[src/rtl/sipo_deser.sv]
`default_nettype none
// ============================================================================
//  Module      : sipo_deser
//  Description : Serial-in/parallel-out deserializer. Samples one qualified
//                serial bit per clock, assembles WIDTH-bit words and presents
//                them on a valid/ready output register with sticky overrun.
//                Optional macro SIPO_PARITY_EN appends one even-parity bit per
//                frame and adds the parity_err output.
//  Revision    : 1.0 - initial release
// ============================================================================
module sipo_deser #(
    parameter int WIDTH     = 4,
    parameter bit MSB_FIRST = 1'b0
) (
    input  logic             clk,
    input  logic             clr,
    input  logic             sin,
    input  logic             sin_en,
    input  logic             sof,
    output logic [WIDTH-1:0] dout,
    output logic             dout_valid,
    input  logic             dout_ready,
    output logic             busy,
`ifdef SIPO_PARITY_EN
    output logic             parity_err,
`endif
    output logic             overrun
);

    // Frame length in bit slots; the parity build adds one trailing slot.
`ifdef SIPO_PARITY_EN
    localparam int c_FRAME = WIDTH + 1;
`else
    localparam int c_FRAME = WIDTH;
`endif
    localparam int c_CW = $clog2(WIDTH + 1);
    localparam logic [c_CW-1:0] c_LAST = c_CW'(c_FRAME - 1);
    localparam logic [c_CW-1:0] c_ONE  = c_CW'(1);

    logic [WIDTH-1:0] r_sh;
    logic [c_CW-1:0]  r_cnt;

    logic [c_CW-1:0]  w_cnt_eff;
    logic [c_CW-1:0]  w_cnt_next;
    logic             w_last;
    logic [WIDTH-1:0] w_sh_next;

`ifdef SIPO_PARITY_EN
    localparam logic [c_CW-1:0] c_WIDTH_CW = c_CW'(WIDTH);
    logic r_par;
    logic w_par_next;
`endif

    // Next-state of the shifter and bit counter for a qualified bit.
    always_comb begin
        // A start-of-frame bit is always slot 0, abandoning any partial word.
        w_cnt_eff  = sof ? '0 : r_cnt;
        w_last     = (w_cnt_eff == c_LAST);
        w_cnt_next = w_last ? '0 : (w_cnt_eff + c_ONE);
        w_sh_next  = r_sh;
`ifdef SIPO_PARITY_EN
        // The parity slot does not enter the data shifter.
        if (w_cnt_eff < c_WIDTH_CW) begin
`else
        begin
`endif
            if (MSB_FIRST) begin
                w_sh_next = {r_sh[WIDTH-2:0], sin};
            end else begin
                w_sh_next = {sin, r_sh[WIDTH-1:1]};
            end
        end
`ifdef SIPO_PARITY_EN
        // Running XOR over data and parity bits; restarts at slot 0.
        w_par_next = (w_cnt_eff == '0) ? sin : (r_par ^ sin);
`endif
    end

    // Capture, word completion, output handshake and overrun tracking.
    always_ff @(posedge clk) begin
        if (clr) begin
            r_sh       <= '0;
            r_cnt      <= '0;
            dout       <= '0;
            dout_valid <= 1'b0;
            busy       <= 1'b0;
            overrun    <= 1'b0;
`ifdef SIPO_PARITY_EN
            r_par      <= 1'b0;
            parity_err <= 1'b0;
`endif
        end else begin
            if (dout_valid && dout_ready) begin
                dout_valid <= 1'b0;
            end
            if (sin_en) begin
                r_sh  <= w_sh_next;
                r_cnt <= w_cnt_next;
                busy  <= (w_cnt_next != '0);
`ifdef SIPO_PARITY_EN
                r_par <= w_par_next;
`endif
                if (w_last) begin
                    // Load only if the output register is free or being
                    // drained on this same edge; otherwise drop and flag.
                    if (!dout_valid || dout_ready) begin
                        dout       <= w_sh_next;
                        dout_valid <= 1'b1;
`ifdef SIPO_PARITY_EN
                        parity_err <= w_par_next;
`endif
                    end else begin
                        overrun <= 1'b1;
                    end
                end
            end
        end
    end

endmodule
`default_nettype wire

[config.mk]
export PLATFORM = sky130hd
export DESIGN_NAME = sipo_deser
export DESIGN_NICKNAME = d
export VERILOG_FILES = /design/src/rtl/sipo_deser.sv
export SDC_FILE = /design/constraint.sdc
export NUM_CORES = 1
export LEC_CHECK = 0
export CORE_MARGIN = 4
export CORE_UTILIZATION = 40
export CTS_CLUSTER_SIZE = 20
export DETAILED_ROUTE_END_ITERATION = 8
export DONT_BUFFER_PORTS = 1
export PLACE_DENSITY = 0.54
export SYNTH_ARGS = -nofsm -noshare
export SYNTH_HDL_FRONTEND = slang
export SYNTH_SLANG_ARGS = --single-unit
[constraint.sdc]
create_clock -name clk -period 2.37 [get_ports clk]
set_clock_uncertainty 0.15 [all_clocks]
set_input_delay 0.474 -clock clk [delete_from_list [all_inputs] [get_ports clk]]
set_output_delay 0.474 -clock clk [all_outputs]
set_load 0.05 [all_outputs]
==> impl_metrics.env <==
export IMPL_setup_worst_path_class="reg -> reg"
export IMPL_post_cts_buffers=0
export IMPL_cts_tree="done"
export IMPL_use_met2_pct=14.8
export IMPL_crit_cells=5
export IMPL_maxSlewHeadroom_pct=65.6
export IMPL_clk_latency_ps=270
export IMPL_cts_made_buffers=3
export IMPL_synthMuxAreaShare_pct=14.3
export IMPL_cp_max_fo=5
export IMPL_worst_hold_slack_ps=111
export IMPL_synth_fa_ha_area_share_pct=2.23
export IMPL_wl_per_cell_um=12.8
export IMPL_core_um2=1320
export IMPL_antenna_found_initial=0
export IMPL_wl_um=907
export IMPL_grt_pass1_wl_mm=1.46
export IMPL_initial_core_util_pct=42.5
export IMPL_slew_viol_final=0
export IMPL_crit_slowest_cell="dfxtp_1"
export IMPL_synth_distinct_cells=18
export IMPL_arrival_ps=1670
export IMPL_synth_compound_area_share_pct=5.80
export IMPL_finalCriticalPeriod_ps=1620
export IMPL_rows=13
export IMPL_rr_worst_depth=5
export IMPL_finalCritPeriodShare_pct=68.3
export IMPL_holdPathStages=1
export IMPL_synth_edf_count=0
export IMPL_final_hold_violation_count=0
export IMPL_hold_buffers=0
export IMPL_seq_area_frac_synth_pct=46.4
export IMPL_critPathRequiredTime_ps=2420
export IMPL_synthArstFlopShare_pct=0
export IMPL_synthTopCellsByCount="13 x dfxtp_1, 8 x mux2i_1, 8 x nand2b_1, 8 x nor2_1"
export IMPL_vias=361
export IMPL_grtUsageMet3_pct=5.93
export IMPL_root_buffer="clkbuf_4"
export IMPL_max_slew_worst_pin_slew_ps=515
export IMPL_grt_pass1_vias=357
export IMPL_drv_cap=0
export IMPL_htreeDepth=1
export IMPL_grt_max_degree=18
export IMPL_yosysWarningCount=0
export IMPL_setup_tns_ps=0
export IMPL_synth_area_leaders="dfxtp_1 46%, mux2i_1 14%, nand2b_1 8.9%"
export IMPL_rsz0062_at_grt="no"
export IMPL_antenna_cells=0
export IMPL_synthXorXnorAreaFrac_pct=0
export IMPL_fin_nets=64
export IMPL_drc=0
export IMPL_port_buffers=0
export IMPL_fmaxAchievable_ghz=0.618
export IMPL_synth_top_cell_area_share_pct=46.4
export IMPL_place_ws_ps=645
export IMPL_cts_resized=0
export IMPL_clock_path_buffers=2
export IMPL_ant_nets=0
export IMPL_drtIter0Drc=2
export IMPL_hp_class="in -> reg"
export IMPL_end_kind="flip-flop"
export IMPL_clk_transition_reported_paths_ps=80
export IMPL_synth_most_common_cell="dfxtp_1"
export IMPL_crit_family="simple AND/OR/NAND/NOR gates"
export IMPL_ys_ff_latch=13
export IMPL_die_w_um=45.4
export IMPL_synthSimpleGateAreaFrac_pct=25.9
export IMPL_synth_top_family_by_area="simple AND/OR/NAND/NOR gates"
export IMPL_place_hpwl_um=685
export IMPL_ir_drop_mv=0.285
export IMPL_hold_end="r_sh[3]"
export IMPL_min_from="clr"
export IMPL_r2r_slack_ps=750
export IMPL_avgViaCountPerCell=5.08
export IMPL_startpoint_type="flip-flop"
export IMPL_syn_to_final_growth_pct=4.02
export IMPL_final_util_pct=44.3
export IMPL_synth_main_ff_cell="dfxtp_1"
export IMPL_cp_cell_sequence="nor2b_1 -> ha_1 -> and2_4 -> and3b_1 -> mux2i_1"
export IMPL_max_stage_delay_ps=340
export IMPL_path_buf_inv=0
export IMPL_io_pin_count=13
export IMPL_gp_congestion=0.657
export IMPL_p_leak_nw=0.240
export IMPL_layout_drive_gt1_share_pct=12.5
export IMPL_grt_use_met1_pct=11.8
export IMPL_finalSetupViolations=0
export IMPL_track_usage_pct=10.5
export IMPL_synth_fp_nets=61
export IMPL_avgSynthCellArea_um2=10.4
export IMPL_postSynthCellCount=54
export IMPL_r2r_start="r_cnt[0]"
export IMPL_busiest_layer="met2"
export IMPL_r2r_end="dout[1]"
export IMPL_powerDensity_nw_per_um2=652
export IMPL_worst_slack_ps=752
export IMPL_die_h_um=45.4
export IMPL_status="finished clean"
export IMPL_cts_sinks=13
export IMPL_dieArea_um2=2060
export IMPL_synth_area_um2=561
export IMPL_overflow=0
export IMPL_synth_largest_area_cell="dfxtp_1"
export IMPL_first_pass_iters=2
==> flip-flops by register name, summed over array words and instances, names as in the netlist <==
name and count:
r_cnt 3, busy 1, dout_valid 1, overrun 1, r_sh 3, dout 4
==> worst register-to-register path: cells and delay by family, from the launching register on <==
family,cells,cell delay [ps]
adder cells (fa/ha/maj),1,190
flip-flops,1,340
AND/OR/NAND/NOR,3,660
multiplexers,1,210
==> report_power, final <==
part           internal [W]  switching, W
clock             0.0000651     0.0000686
sequential         0.000223    0.00000744
combinational     0.0000107    0.00000469
==> cell usage in the layout, fill, tap and decap left out <==
master / count
nand2b_1: 8
nor2b_1: 2
a211oi_1: 1
clkbuf_1: 1
o21ai_0: 1
nor2_1: 8
a31oi_1: 1
and2_4: 1
dfxtp_1: 13
clkbuf_4: 3
nand2b_4: 1
a21oi_1: 1
nor3_1: 1
a21o_2: 1
and3b_1: 2
mux2i_1: 8
buf_4: 1
and2b_1: 1
ha_1: 1
==> worst max-delay path by stage <==
stage,startpoint,slack (ps),to
after floorplan,sof,800,dout[0]
after global routing,r_cnt[0],610,dout[1]
after CTS,r_cnt[0],730,dout[1]
after global placement,sof,690,dout[3]
after detailed placement,sof,640,dout[0]
final,r_cnt[0],750,dout[1]
==> kinds of logic (layout without fill, tap and decap cells) <==
group	after synthesis	in the layout
multiplexers	8	8
buffers and inverters	3	5
AO/OA/AOI/OAI	5	5
adder cells (fa/ha/maj)	1	1
AND/OR/NAND/NOR	24	24
flip-flops	13	13
==> metal layers <==
metal / wire, µm / part of all wire [%] / up-vias
met4: 0 / 0 / 0
met2: 414 / 46 / 11
li1: - / - / 184
met3: 89 / 9.8 / 0
met5: 0 / 0 / -
met1: 404 / 45 / 166
==> per-stage QoR <==
step / total power, W / area [µm²] / instances
finish: 0.000380 / 583 / 71
global route: 0.000398 / 583 / 71
floorplan: 0.000256 / 561 / 54
CTS: 0.000388 / 583 / 71
global placement: 0.000251 / 557 / 67
detailed placement: 0.000252 / 557 / 67
==> cell type report <==
class / instances / area [µm²]
Sequential cell: 13 / 260
Clock buffer: 4 / 26.3
Multi-Input combinational cell: 38 / 270
Tap cell: 15 / 18.8
Timing Repair Buffer: 1 / 7.51
Fill cell: 131 / 734
Power figures use the tool's default switching activity.
